[src/rtl/prog_loader_pkg.sv]
// prog_loader_pkg: shared state enums and default constants for the UART boot loader.
package prog_loader_pkg;
  typedef enum logic [2:0] {IDLE, CNT_LO, CNT_HI, DATA, CSUM, DONE, ERR} ld_state_t;
  typedef enum logic [1:0] {RX_IDLE, RX_START, RX_DATA, RX_STOP} rx_state_t;
  localparam logic [7:0] SYNC_DEFAULT = 8'hA5;
  localparam int BAUD_DIV = 868;
  localparam int TIMEOUT_DEFAULT = 2**20;
endpackage

[src/rtl/prog_loader_if.sv]
// prog_loader_if: serial input, imem write port and core control of the boot loader.
interface prog_loader_if #(parameter int ADDR_W = 12);
  logic rxd;
  logic [ADDR_W-1:0] imem_addr;
  logic [31:0] imem_wdata;
  logic imem_we, cpu_rst, done, err;
  modport master (input rxd, output imem_addr, imem_wdata, imem_we, cpu_rst, done, err);
  modport slave (output rxd, input imem_addr, imem_wdata, imem_we, cpu_rst, done, err);
endinterface

[src/rtl/prog_loader_uart_rx.sv]
// prog_loader_uart_rx: 8N1 receiver, start re-checked at half bit, data/stop sampled mid-bit.
module prog_loader_uart_rx import prog_loader_pkg::*; #(
  parameter int CLKS_PER_BIT = BAUD_DIV
) (
  input  logic       clk,
  input  logic       rst,
  input  logic       rxd,
  output logic [7:0] rx_data,
  output logic       rx_valid,
  output logic       frame_err
);
  localparam int CW = $clog2(CLKS_PER_BIT);
  localparam logic [CW-1:0] HALF = CW'(CLKS_PER_BIT / 2 - 1);
  localparam logic [CW-1:0] LAST = CW'(CLKS_PER_BIT - 1);
  rx_state_t st_q, st_d;
  logic [2:0] sync_q;
  logic [CW-1:0] cnt_q, cnt_d;
  logic [2:0] bit_q, bit_d;
  logic [7:0] sh_q, sh_d;
  assign rx_data = sh_q;
  // sync_q[1] is the synchronised line, sync_q[2] its previous value for edge detection
  always_comb begin
    st_d = st_q;
    cnt_d = cnt_q + 1'b1;
    bit_d = bit_q;
    sh_d = sh_q;
    rx_valid = 1'b0;
    frame_err = 1'b0;
    case (st_q)
      RX_IDLE: begin
        cnt_d = '0;
        if (sync_q[2] && !sync_q[1]) st_d = RX_START;
      end
      RX_START: if (cnt_q == HALF) begin
        cnt_d = '0;
        bit_d = '0;
        st_d = sync_q[1] ? RX_IDLE : RX_DATA;
      end
      RX_DATA: if (cnt_q == LAST) begin
        cnt_d = '0;
        sh_d = {sync_q[1], sh_q[7:1]};
        bit_d = bit_q + 1'b1;
        if (bit_q == 3'd7) st_d = RX_STOP;
      end
      RX_STOP: if (cnt_q == LAST) begin
        st_d = RX_IDLE;
        rx_valid = sync_q[1];
        frame_err = !sync_q[1];
      end
      default: st_d = RX_IDLE;
    endcase
  end
  always_ff @(posedge clk)
    if (rst) begin
      st_q <= RX_IDLE;
      sync_q <= 3'b111;
      cnt_q <= '0;
      bit_q <= '0;
      sh_q <= '0;
    end else begin
      st_q <= st_d;
      sync_q <= {sync_q[1:0], rxd};
      cnt_q <= cnt_d;
      bit_q <= bit_d;
      sh_q <= sh_d;
    end
endmodule

[src/rtl/prog_loader.sv]
// prog_loader: UART boot loader writing a framed image to imem and holding the core in reset.
// Define PROG_LOADER_CSUM_EN to require a trailing XOR checksum byte.
module prog_loader import prog_loader_pkg::*; #(
  parameter int CLKS_PER_BIT = BAUD_DIV,
  parameter int ADDR_W = 12,
  parameter logic [7:0] SYNC_BYTE = SYNC_DEFAULT,
  parameter int TIMEOUT = TIMEOUT_DEFAULT
) (
  input logic clk,
  input logic rst,
  prog_loader_if.master bus
);
  localparam int TW = $clog2(TIMEOUT + 1);
  localparam logic [TW-1:0] TMAX = TW'(TIMEOUT);
  localparam logic [16:0] NMAX = 17'(2**ADDR_W);
`ifdef PROG_LOADER_CSUM_EN
  localparam ld_state_t FIN = CSUM;
  logic [7:0] csum_q, csum_d;
`else
  localparam ld_state_t FIN = DONE;
`endif
  ld_state_t st_q, st_d;
  logic [15:0] n_q, n_d, k_q, k_d;
  logic [1:0] bc_q, bc_d;
  logic [31:0] word_q, word_d;
  logic [TW-1:0] tmo_q, tmo_d;
  logic we_q, we_d, done_q, done_d, err_q, err_d, cpu_rst_q, cpu_rst_d;
  logic [7:0] rx_data;
  logic rx_valid, frame_err, active;
  prog_loader_uart_rx #(.CLKS_PER_BIT(CLKS_PER_BIT)) u_rx (
    .clk(clk), .rst(rst), .rxd(bus.rxd),
    .rx_data(rx_data), .rx_valid(rx_valid), .frame_err(frame_err)
  );
  assign bus.imem_addr = k_q[ADDR_W-1:0];
  assign bus.imem_wdata = word_q;
  assign bus.imem_we = we_q;
  assign bus.done = done_q;
  assign bus.err = err_q;
  assign bus.cpu_rst = cpu_rst_q;
  always_comb begin
    active = st_q inside {CNT_LO, CNT_HI, DATA, CSUM};
    st_d = st_q;
    n_d = n_q;
    k_d = k_q;
    bc_d = bc_q;
    word_d = word_q;
    we_d = 1'b0;
    tmo_d = (rx_valid || !active) ? '0 : (tmo_q == TMAX) ? tmo_q : tmo_q + 1'b1;
`ifdef PROG_LOADER_CSUM_EN
    csum_d = (rx_valid && st_q inside {CNT_LO, CNT_HI, DATA}) ? csum_q ^ rx_data : csum_q;
`endif
    case (st_q)
      IDLE, DONE, ERR: if (rx_valid && rx_data == SYNC_BYTE) begin
        st_d = CNT_LO;
        k_d = '0;
        bc_d = '0;
`ifdef PROG_LOADER_CSUM_EN
        csum_d = '0;
`endif
      end
      CNT_LO: if (rx_valid) begin
        n_d = {n_q[15:8], rx_data};
        st_d = CNT_HI;
      end
      CNT_HI: if (rx_valid) begin
        n_d = {rx_data, n_q[7:0]};
        st_d = ({1'b0, n_d} > NMAX) ? ERR : (n_d == '0) ? FIN : DATA;
      end
      // the write cycle advances the word index; bytes never arrive back-to-back with it
      DATA: if (we_q) begin
        k_d = k_q + 1'b1;
        if (k_q == n_q - 1'b1) st_d = FIN;
      end else if (rx_valid) begin
        word_d = {rx_data, word_q[31:8]};
        bc_d = bc_q + 1'b1;
        we_d = bc_q == 2'd3;
      end
`ifdef PROG_LOADER_CSUM_EN
      CSUM: if (rx_valid) st_d = (rx_data == csum_q) ? DONE : ERR;
`endif
      default: ;
    endcase
    if (active && (frame_err || tmo_q == TMAX)) st_d = ERR;
    done_d = st_d == DONE;
    err_d = st_d == ERR;
    cpu_rst_d = st_d != DONE;
  end
  always_ff @(posedge clk)
    if (rst) begin
      st_q <= IDLE;
      n_q <= '0;
      k_q <= '0;
      bc_q <= '0;
      word_q <= '0;
      tmo_q <= '0;
      we_q <= 1'b0;
      done_q <= 1'b0;
      err_q <= 1'b0;
      cpu_rst_q <= 1'b1;
`ifdef PROG_LOADER_CSUM_EN
      csum_q <= '0;
`endif
    end else begin
      st_q <= st_d;
      n_q <= n_d;
      k_q <= k_d;
      bc_q <= bc_d;
      word_q <= word_d;
      tmo_q <= tmo_d;
      we_q <= we_d;
      done_q <= done_d;
      err_q <= err_d;
      cpu_rst_q <= cpu_rst_d;
`ifdef PROG_LOADER_CSUM_EN
      csum_q <= csum_d;
`endif
    end
endmodule
[src/flat_wrapper.sv]
// flat-port wrapper written by rule: the top's interface ports become plain ports
module prog_loader_flat import prog_loader_pkg::*;
#(
  parameter int CLKS_PER_BIT = BAUD_DIV,
  parameter int ADDR_W = 12,
  parameter logic [7:0] SYNC_BYTE = SYNC_DEFAULT,
  parameter int TIMEOUT = TIMEOUT_DEFAULT
)
  (clk, rst, bus_rxd, bus_imem_addr, bus_imem_wdata, bus_imem_we, bus_cpu_rst, bus_done, bus_err);
  prog_loader_if #(.ADDR_W(ADDR_W)) bus_i ();
  input logic clk;
  input logic rst;
  input wire logic [$bits(bus_i.rxd)-1:0] bus_rxd;
  output wire logic [$bits(bus_i.imem_addr)-1:0] bus_imem_addr;
  output wire logic [$bits(bus_i.imem_wdata)-1:0] bus_imem_wdata;
  output wire logic [$bits(bus_i.imem_we)-1:0] bus_imem_we;
  output wire logic [$bits(bus_i.cpu_rst)-1:0] bus_cpu_rst;
  output wire logic [$bits(bus_i.done)-1:0] bus_done;
  output wire logic [$bits(bus_i.err)-1:0] bus_err;
  assign bus_i.rxd = bus_rxd;
  assign bus_imem_addr = bus_i.imem_addr;
  assign bus_imem_wdata = bus_i.imem_wdata;
  assign bus_imem_we = bus_i.imem_we;
  assign bus_cpu_rst = bus_i.cpu_rst;
  assign bus_done = bus_i.done;
  assign bus_err = bus_i.err;
  prog_loader #(.CLKS_PER_BIT(CLKS_PER_BIT), .ADDR_W(ADDR_W), .SYNC_BYTE(SYNC_BYTE), .TIMEOUT(TIMEOUT)) u_core (.clk(clk), .rst(rst), .bus(bus_i));
endmodule
[config.mk]
export PLATFORM = sky130hd
export DESIGN_NAME = prog_loader_flat
export DESIGN_NICKNAME = d
export VERILOG_FILES = /design/src/rtl/prog_loader_pkg.sv /design/src/rtl/prog_loader_if.sv /design/src/rtl/prog_loader_uart_rx.sv /design/src/rtl/prog_loader.sv /design/src/flat_wrapper.sv
export SDC_FILE = /design/constraint.sdc
export NUM_CORES = 1
export LEC_CHECK = 0
export CAP_MARGIN = 20
export CORE_MARGIN = 2
export CORE_UTILIZATION = 41
export CTS_CLUSTER_SIZE = 28
export DETAILED_ROUTE_END_ITERATION = 6
export PLACE_DENSITY = 0.7
export SETUP_SLACK_MARGIN = 0.02
export SYNTH_ARGS = -nofsm -noshare
export SYNTH_HDL_FRONTEND = slang
export SYNTH_SLANG_ARGS = --single-unit
[constraint.sdc]
create_clock -name clk -period 6.7 [get_ports clk]
set_clock_uncertainty 0.1 [all_clocks]
set_input_delay 1.675 -clock clk [delete_from_list [all_inputs] [get_ports clk]]
set_output_delay 1.675 -clock clk [all_outputs]
set_load 0.02 [all_outputs]
======== Word level (Yosys, flattened, before mapping) ========
Index checks and enable logic that the tools add are counted.
storage, ports and cells
  bits in registers ....................... 120
  input port bits ......................... 3
  output and inout port bits .............. 48
  logic and storage cells ................. 116
cells by class
  add/subtract/negate cells ............... 6
  magnitude comparators ................... 1
  eq/ne operators ......................... 28
  multiplexer cells ....................... 36
  bitwise gates (word level) .............. 5
  reduce and logical (&&, ||, !) cells .... 24
operator list
  cell                                                   count
  one-hot mux 16 bit (2 select lines)                    2
  two-way mux 16 bit                                     3
  two-way mux 3 bit                                      10
  one-hot mux 10 bit (3 select lines)                    1
  adder 21 x 1 -> 21 bit (second input constant)         1
  equality test 21 bit (second input constant)           1
  two-way mux 10 bit                                     2
  equality test 3 bit (second input constant)            6
  two-way mux 2 bit                                      9
  adder 16 x 1 -> 16 bit (second input constant)         1
  equality test 16 bit                                   1
  > comparator 16 x 13 -> 1 bit (second input constant)  1
  zero test 16 bit                                       1
  subtractor 16 x 1 -> 16 bit (second input constant)    1
  AND reduction 3 bit                                    5
  inequality test 2 bit (second input constant)          6
  one-hot mux 3 bit (4 select lines)                     1
  adder 10 x 1 -> 10 bit (second input constant)         1
  equality test 10 bit (second input constant)           1
  equality test 10 x 9 -> 1 bit (second input constant)  1
  equality test 8 bit (second input constant)            1
  two-way mux 8 bit                                      1
  one-hot mux 2 bit (4 select lines)                     1
  equality test 2 bit (second input constant)            3
  other kinds (24)                                       39

======== Longest topological paths before layout ========
Gate-level depths: netlist of the first run.
  depth after elaboration ................. 8
  mapped depth ............................ 10
  mapped depth without buffers ............ 9

======== By module ========
From an unflattened synthesis of the first run, not the netlist that was laid out.
unflattened totals
  cell total of the unflattened synthesis .. 681
  area total of the unflattened synthesis .. 5,626.6 sq um
modules (own cells, without submodules)
  module               instances  cells each  area each (sq um)  seq. area each (sq um)
  prog_loader          1          562         4,463.0            1,881.8
  prog_loader_uart_rx  1          119         1,163.6            520.5

======== Worst setup path after synthesis of the first run ========
No wires, ideal clock.
  path type ............................... flip-flop to flip-flop
  start point ............................. reg u_core.n_q[6]
  end point ............................... reg u_core.done_q, in the netlist u_core.bus.done
  setup time .............................. 0.091 ns
  arrival ................................. 2.417 ns
  required time ........................... 6.509 ns
  path slack .............................. 4.091 ns
  cell stages (with the launch flop) ...... 8
  buffers on the path ..................... 0
  clock period less this slack ............ 2.609 ns
  cell sequence ........................... dfxtp_1 or4_4 nand4b_4 or4_4 a211oi_2 nand3_1 o31a_1 nor4bb_1
on the way
  word-level cells in the longest chain between the ends .. 7
RTL lines
  item                                                                    line                                  source
  start, declared                                                         prog_loader.sv:23                     logic [15:0] n_q, n_d, k_q, k_d;
  start signal, assigned                                                  prog_loader.sv:105                    n_q <= n_d;
  subtractor 16 x 1 -> 16 bit / zero test 16 bit (equally long branches)  prog_loader.sv:72, prog_loader.sv:67
  equality test 16 bit / two-way mux 3 bit (equally long branches)        prog_loader.sv:72, prog_loader.sv:67
  two-way mux 3 bit, on equally long branches                             prog_loader.sv:72, prog_loader.sv:67
  two-way mux 3 bit, on equally long branches                             prog_loader.sv:70, prog_loader.sv:65
  one-hot mux 3 bit (4 select lines) (*)                                  prog_loader.sv:52                     case (st_q)
  two-way mux 3 bit (*)                                                   prog_loader.sv:83                     if (active && (frame_err || tmo_q == TMAX)) st_d = ERR;
  equality test 3 bit (*)                                                 prog_loader.sv:84                     done_d = st_d == DONE;
  end signal, assigned                                                    prog_loader.sv:111                    done_q <= done_d;
  end, declared                                                           prog_loader.sv:27                     logic we_q, we_d, done_q, done_d, err_q, err_d, cpu_rst_q, cpu_rst_d;
Mark *: on every way between the ends. The rest lies on a longest branch, timed or not.
A chain may end at the register's enable or synchronous reset.

======== Final worst setup path of the first run ========
  start point ............................. reg u_core.k_q[6]
  end point ............................... out bus_imem_addr[6]
RTL lines
  item                    line                source
  start, declared         prog_loader.sv:23
  start signal, assigned  prog_loader.sv:106  k_q <= k_d;
  end, declared           flat_wrapper.sv:14  output wire logic [$bits(bus_i.imem_addr)-1:0] bus_imem_addr;
No word-level cell between the ends.

==> results of run 1 <==
[final cells by class]
class	instances	area, sq um
inverter	15	56.3
multi-input combinational	525	2940
tap	176	220
clock inverter	8	121
clock buffer	22	474
timing repair buffer	54	533
fill	1238	6550
sequential	120	2400
[per-layer routing]
metal  vias to the layer above  part of all wire  GRT usage
met1                      2279              0.47      0.239
li1                       2452                 -          -
met4                         0             0.015     0.0632
met5                         -                 0          0
met3                        15             0.054     0.0644
met2                       122              0.46      0.289
[registers in the layout (all words and copies together), names as in the netlist, 2 cells and up, named ones only]
signal	cells
u_core.st_q	3
u_core.u_rx.rx_data	8
u_core.bc_q	2
u_core.n_q	16
u_core.u_rx.sync_q	3
u_core.u_rx.cnt_q	10
u_core.bus.imem_wdata	32
u_core.u_rx.bit_q	3
u_core.tmo_q	21
u_core.k_q	16
[placed cells by master (no fill, tap or decap), drive strengths merged, types with 2 or more instances in the layout]
cell / netlist / layout
dfxtp: 120 / 120
nor2b: 9 / 9
mux2i: 4 / 4
a31oi: 13 / 13
ha: 9 / 9
inv: 15 / 15
and4: 3 / 3
o211ai: 2 / 2
nand2b: 3 / 3
nand3: 33 / 33
nand2: 134 / 134
clkinv: 0 / 4
clkbuf: 32 / 22
clkdlybuf4s50: 0 / 49
o21ai: 21 / 21
o21a: 2 / 2
xor2: 27 / 27
nor2: 78 / 78
nor3: 12 / 12
buf: 12 / 5
or3: 15 / 15
o31ai: 2 / 2
or2: 5 / 5
nor4bb: 2 / 2
nand4: 12 / 12
a21oi: 67 / 67
nor4: 8 / 8
nor4b: 7 / 7
and3: 8 / 8
or4: 3 / 3
xnor2: 29 / 29
bufinv: 0 / 3
and3b: 2 / 2
[report_power, final]
| group | switching (mW) | internal (mW) |
|---|---|---|
| sequential | 0.00141 | 0.716 |
| combinational | 0.0101 | 0.00304 |
| clock | 0.309 | 0.608 |
| total | 0.320 | 1.33 |
[how the worst min path moves through the flow]
stage / slack, ns / start / depth (start not counted) / to
5_1_grt: 0.33 / u_core.u_rx.sync_q[0] / 1 / u_core.u_rx.sync_q[1]
3_5_place_dp: 0.30 / u_core.u_rx.sync_q[0] / 1 / u_core.u_rx.sync_q[1]
3_3_place_gp: 0.30 / u_core.u_rx.sync_q[0] / 1 / u_core.u_rx.sync_q[1]
4_1_cts: 0.31 / u_core.u_rx.sync_q[0] / 1 / u_core.u_rx.sync_q[1]
2_1_floorplan: 0.29 / u_core.u_rx.sync_q[0] / 1 / u_core.u_rx.sync_q[1]
6_report: 0.31 / u_core.u_rx.sync_q[0] / 1 / u_core.u_rx.sync_q[1]
[kinds of logic after synthesis]
kind of cell | after synthesis
mux | 4
compound gates | 115
simple gates | 341
fa+ha+maj | 9
buf+inv | 59
xor+xnor | 56
flops | 120
[through the flow]
step | setup slack, ns | util | hold WS (ns) | total power, mW
2_1_floorplan | 4.09 | - | 0.289 | 0.742
3_3_place_gp | 3.36 | 0.461 | 0.296 | 0.744
3_5_place_dp | 3.27 | 0.462 | 0.299 | 0.745
4_1_cts | 3.34 | 0.507 | 0.312 | 1.66
5_1_grt | 3.28 | 0.507 | 0.326 | 1.70
6_report | 3.36 | 0.507 | 0.308 | 1.65
==> run summary, run 1 <==
The flow ran to the end, and the final reports show no timing, DRC or antenna violations. For the pin with the worst max-slew slack, the measured transition is 0.823 ns. The startpoint identified for the worst register-to-register timing path is u_core.n_q[0].

The root buffer cell was sky130_fd_sc_hd__clkbuf_16. Setup repair after global routing left no endpoint under its margin. The final worst-path cycle share is 0.499, and the post-synthesis average cell area is 7.95 sq um. The tools report the number of pins with negative max-slew slack in the final report as 0.

The launch point of the critical path was u_core.k_q[6]. The post-synthesis share of cell area spent on full adders, half adders and majority gates is 0.0201. In the routed design, unresolved DRC markers number 0. Summed over all layers, the global routing overflow is 0.

For the worst setup path, the data required time is 4.93 ns. On the critical path, the stage with the largest delay is an instance of sky130_fd_sc_hd__clkdlybuf4s50_1. No sink is reached through more buffers than the 2 on the longest clock path. Excluding fillers, the count of instances in the completed layout stands at 920. In the routed layout, each cell is associated on average with a via count of 5.29.

The cell area power density was 244 nW/um^2. Of all nets on the critical path, the largest fanout is 7. The number of gates resized after cts is 0, and the clock transition time at the flip-flop clock pins of the worst setup and hold paths is 0.05 ns. Maximum number of pins on one net before global-route repair: 78. In this run the critical register-to-register path is captured at u_core.bus.done. The critical path is of the register to output pin type. The most used flip-flop cell after synthesis is sky130_fd_sc_hd__dfxtp_1. For this run, the post-layout net count is 745.

Routed length per instance: 13.9 microns. In the synthesized netlist, the cells that appear most often are sky130_fd_sc_hd__nand2_1 (134), sky130_fd_sc_hd__dfxtp_1 (120), sky130_fd_sc_hd__nor2_1 (78). The die is 121 microns tall. The logs give 0 for the number of antenna violations at the first check in global routing and 14,600 sq um for the die area. The mapped netlist covers 5600 sq um. The signal on the critical path passes through clkdlybuf4s50_1.

Synthesis inferred 120 register bits. The first global-routing pass estimated 21.7 mm of wire. The critical path buffer and inverter count came out at 1. The count of cells along the worst register-to-register path is 9. The complex-gate fraction of the synthesized area is 0.114. Of all cell types, the one taking the most synthesized area is sky130_fd_sc_hd__dfxtp_1. The congestion estimate from routability-driven global placement came to 0.842. The fraction of final layout cells with drive strength greater than 1 is 0.0605.

The core region is 13,300 sq um. The detail route stage leaves a number of antenna-violating nets equal to 0. STA classifies the critical path startpoint as a register. The tree built by TritonCTS fans out to 120 sinks. For this run, the detailed router's first-pass iteration total came to 5.

The number of setup buffers added after CTS is 0. The count of input and output buffers was 50. The finished cells cover 6740 sq um. Combinational family with the most area after synthesis: simple AND/OR/NAND/NOR gates.

The analysis attributes to cell leakage a power of 2.29 nW. The xor and xnor fraction of the mapped netlist area was 0.0876; the highest ir drop seen on vdd was 0.163 mV. The cell with the most instances after synthesis was sky130_fd_sc_hd__nand2_1. The top-area cell type share of the netlist area is 0.429. After legalization and detailed placement, the total HPWL measured 8.84 mm. The run gives 0.185 as the total global routing track utilization. The arrival time of data at the critical path endpoint is 1.57 ns, and the synthesized instance count is 704. The critical path ends at bus_imem_addr[6]. TritonCTS built the clock tree. The number of different library cells in the post-synthesis netlist is 50, and the area growth from synthesis to layout is 20.4%. The number of nets in the synthesized netlist is 716. Simple-gate share of the synthesized area: 0.295. The detailed-route via count was 4,868; the maximum level of the CTS H-tree was 4. The worst slew slack as a fraction of its limit was 0.444; the final period demand of the worst path was 3.34 ns. The initial cell density of the core is 0.421. The first routing iteration left 307 violations. The setup TNS is 0 ns, and the clock latency reported for the late side of the worst-skew pair is 0.42 ns.

The I/O pin total was 51; the count of hold buffers inserted by post-cts repair was 0. The floorplan has 42 rows. The number of flops mapped to enable cells by yosys was 0; the portion of the post-synthesis area used by sequential elements was 0.429. The logs give 0 for the count of synthesis-stage warnings from yosys and 17 for the number of buffers created by CTS.

The number of global-route vias before repair came out at 4,580. The number of failing setup endpoints in the final timing report came out at 0. In this run the worst hold path is classified as register to register. Across the run, the number of max-cap violations was 0.

The share of flip-flops with an asynchronous set or reset after synthesis works out to 0. Mux contribution to synthesized area: 0.00715. 0 antenna diodes ended up in the layout.

The largest single stage delay on the critical path is 0.66 ns. The tools report the cell count after placement as 890. The kind of cell with the highest combined delay along the critical path is buffers and inverters. The die extent in x came out at 121 microns. The final layout contains routed wiring with a total length of 12.8 mm. Ranked by total cell area, the synthesized netlist is headed by sky130_fd_sc_hd__dfxtp_1 (43%), sky130_fd_sc_hd__nand2_1 (9.0%), sky130_fd_sc_hd__a21oi_1 (6.0%).

The worst register-to-register path has a setup slack of 3.48 ns. The type of element capturing the critical path is an output pin. In this run the cell area measured after placement is 6150 sq um. Count of cell instances traversed by the critical path: 1.

The total count of hold-check failures in the final report is 0. For this run, the top clock speed supported by timing is 299 MHz.
Note: power is estimated with default switching activity, not from simulation.
==> run 2: changes to the inputs <==
Settings changed: PLACE_DENSITY 0.7 to 0.72.
Clock period 6.7 ns to 2.9 ns, I/O delays scaled along.
==> run 2 against run 1 <==
  * Die area is the same
  * Wire length shrank 0.98%
  * Sequential power grew 130%
  * Critical path depth grew 6
  * Sequential cell count is the same
  * Largest cell class unchanged
==> run summary, run 2 (synthesis gave the netlist of run 1 again) <==
In this run the worst path has a maximum fanout of 4. For the clock sink count, the log shows 120. Across the run, the number of max-cap violations was 0.

The first global-routing pass estimated 21.0 mm of wire. The cell area power density works out to 551 nW/um^2. The routed layout has 4,806 vias.

The area inside the core boundary is 13,300 sq um, and the number of nets in the finished design is 759. In this run the worst setup path begins at u_core.n_q[5]. The final period demand of the worst path is 2.76 ns, and the required time of the worst setup path is 3.11 ns. TritonCTS created 17 clock buffers. The library cell used most frequently in the layout, excluding fill and tap cells, is sky130_fd_sc_hd__nand2_1. Entering global routing, the biggest net connects 57 pins. Leaving out fill and tap cells, the most frequent cells in the layout are sky130_fd_sc_hd__nand2_1 (133), sky130_fd_sc_hd__dfxtp_1 (120), sky130_fd_sc_hd__nor2_1 (78). The tools report the count of inserted antenna diode cells as 0. The final worst-path cycle share was 0.952. The logs give 8.51 mm for the detailed placer's ending HPWL and 4,393 for the number of global-route vias before repair.

The tools report the number of DRC violations after detailed-routing iteration 0 as 300. Setup repair after global routing left no endpoint under its margin. The die is 121 microns wide. The logs give 1,239 for the filler cell count in the final layout and 2.97 ns for the arrival time of data at the critical path endpoint. The startpoint identified for the worst hold timing path is u_core.u_rx.sync_q[0]. The initial cell density of the core came out at 0.421.

The type of element capturing the critical path was a register. The tools report the setup TNS as 0 ns. The tools report the detailed-routing iteration count for the pre-antenna-repair pass as 5.

The die covers 14,600 sq um. 51 I/O pins were placed. The clock reaches the later pin of the worst-skew pair after 0.41 ns. Using the TritonRoute via totals, the vias-per-cell ratio works out to 5.13. During placement, the flow inserted port buffers numbering 50. The number of pins with negative max-slew slack in the final report was 0. The clock passes through at most 2 buffers. The H-tree was split into 4 levels. The fraction of final layout cells with drive strength greater than 1 was 0.0908; the total global routing track utilization was 0.179. The startpoint identified for the worst register-to-register timing path is u_core.n_q[5]. Compared with the post-synthesis result, the final layout area differs by 23.1%.

For the highest ir drop seen on vdd, the log shows 0.298 mV. The post-route DRC violation count is 0, and the clock transition time at the flip-flop clock pins of the worst setup and hold paths is 0.05 ns. Including well taps, the total number of placed cells is 902.

The total overflow left after global routing is 0. In this run the vertical extent of the chip is 121 microns. The number of flip-flops under the largest register name is 32. The worst min-delay path category was register to register.

For the pin with the worst max-slew slack, the measured transition is 0.690 ns. The minimum hold slack is 0.310 ns. At the end of routability-driven placement, the weighted congestion stood at 0.883. The total count of hold-check failures in the final report came out at 0. The worst setup path is of the register to register kind.

Final cell count without fillers: 936. Wires add up to 12.7 mm. The worst setup path is launched from a register. The run gives 362 MHz as the highest achievable clock rate. The run gives 42 as the standard-cell row count. The tree is rooted in a sky130_fd_sc_hd__clkbuf_16. The routed length per instance is 13.6 microns. The post-route antenna net violation count was 0; the worst slew slack as a fraction of its limit was 0.540. The analysis attributes to cell leakage a power of 2.36 nW. TritonCTS built the clock tree. The run finished with clean final reports. After clock tree synthesis, the flow added hold-fix buffers numbering 0. Setup violations remaining at the end of the flow were counted as 0. The tools report the number of antenna violations at the first check in global routing as 0.
[run 2: cell count changes in the layout (fill, tap and decap cells not counted), sizes merged]
cell      previous run  this run
buf                  5        19
clkinv               4         7
clkbuf              22        20
clkinvlp             1         2
[run 2: through the flow]
step / util / total power [mW] / worst slack [ns] / instance area [sq um]
after global placement: 0.469 / 1.72 / 0.205 / 6230
after detailed placement: 0.469 / 1.72 / 0.143 / 6230
after global routing: 0.518 / 3.91 / 0.0222 / 6890
after floorplan: - / 1.71 / 0.291 / 5600
final: 0.518 / 3.80 / 0.140 / 6890
after CTS: 0.514 / 3.85 / 0.124 / 6830
[run 2: path summary, 6_finish.rpt]
path / endpoint / slack [ns] / cells past startpoint
min reg2reg: u_core.u_rx.sync_q[1] / 0.31 / 1
max reg2reg: u_core.bus.done / 0.14 / 7
min: u_core.u_rx.sync_q[1] / 0.31 / 1
max: u_core.bus.done / 0.14 / 7
[run 2: cell type report]
class | instances | area (sq um) | share of cell area
sequential | 120 | 2400 | 0.349
clock inverter | 12 | 151 | 0.0220
inverter | 15 | 56.3 | 0.00817
timing repair buffer | 68 | 631 | 0.0915
multi-input combinational | 525 | 2980 | 0.433
clock buffer | 20 | 447 | 0.0648
tap | 176 | 220 | 0.0320
[run 2: power by group]
| group | leakage (nW) | switching (mW) | internal (mW) |
|---|---|---|---|
| clock | 0.290 | 0.744 | 1.37 |
| sequential | 0.967 | 0.00335 | 1.65 |
| combinational | 1.10 | 0.0229 | 0.00787 |
[run 2: critical path, cell delays in order, from the launching register on]
cell and delay (ns):
sky130_fd_sc_hd__dfxtp_1 0.31, sky130_fd_sc_hd__or4_4 0.58, sky130_fd_sc_hd__nand4b_4 0.20, sky130_fd_sc_hd__or4_4 0.51, sky130_fd_sc_hd__a211oi_4 0.24, sky130_fd_sc_hd__nand3_1 0.11, sky130_fd_sc_hd__o31a_1 0.35, sky130_fd_sc_hd__nor4bb_1 0.26
[run 2: what timing repair did]
item / CTS / global route
setup buffers: 0 / 2
setup endpoints to repair: 0 / 11
resized for setup: 0 / 10
[run 2: metal layers]
layer | vias to the layer above | share of wire | global-route usage
li1 | 2479 | - | -
met1 | 2186 | 0.49 | 0.238
met2 | 129 | 0.43 | 0.264
met3 | 12 | 0.069 | 0.0672
met4 | 0 | 0.010 | 0.0632
met5 | - | 0 | 0
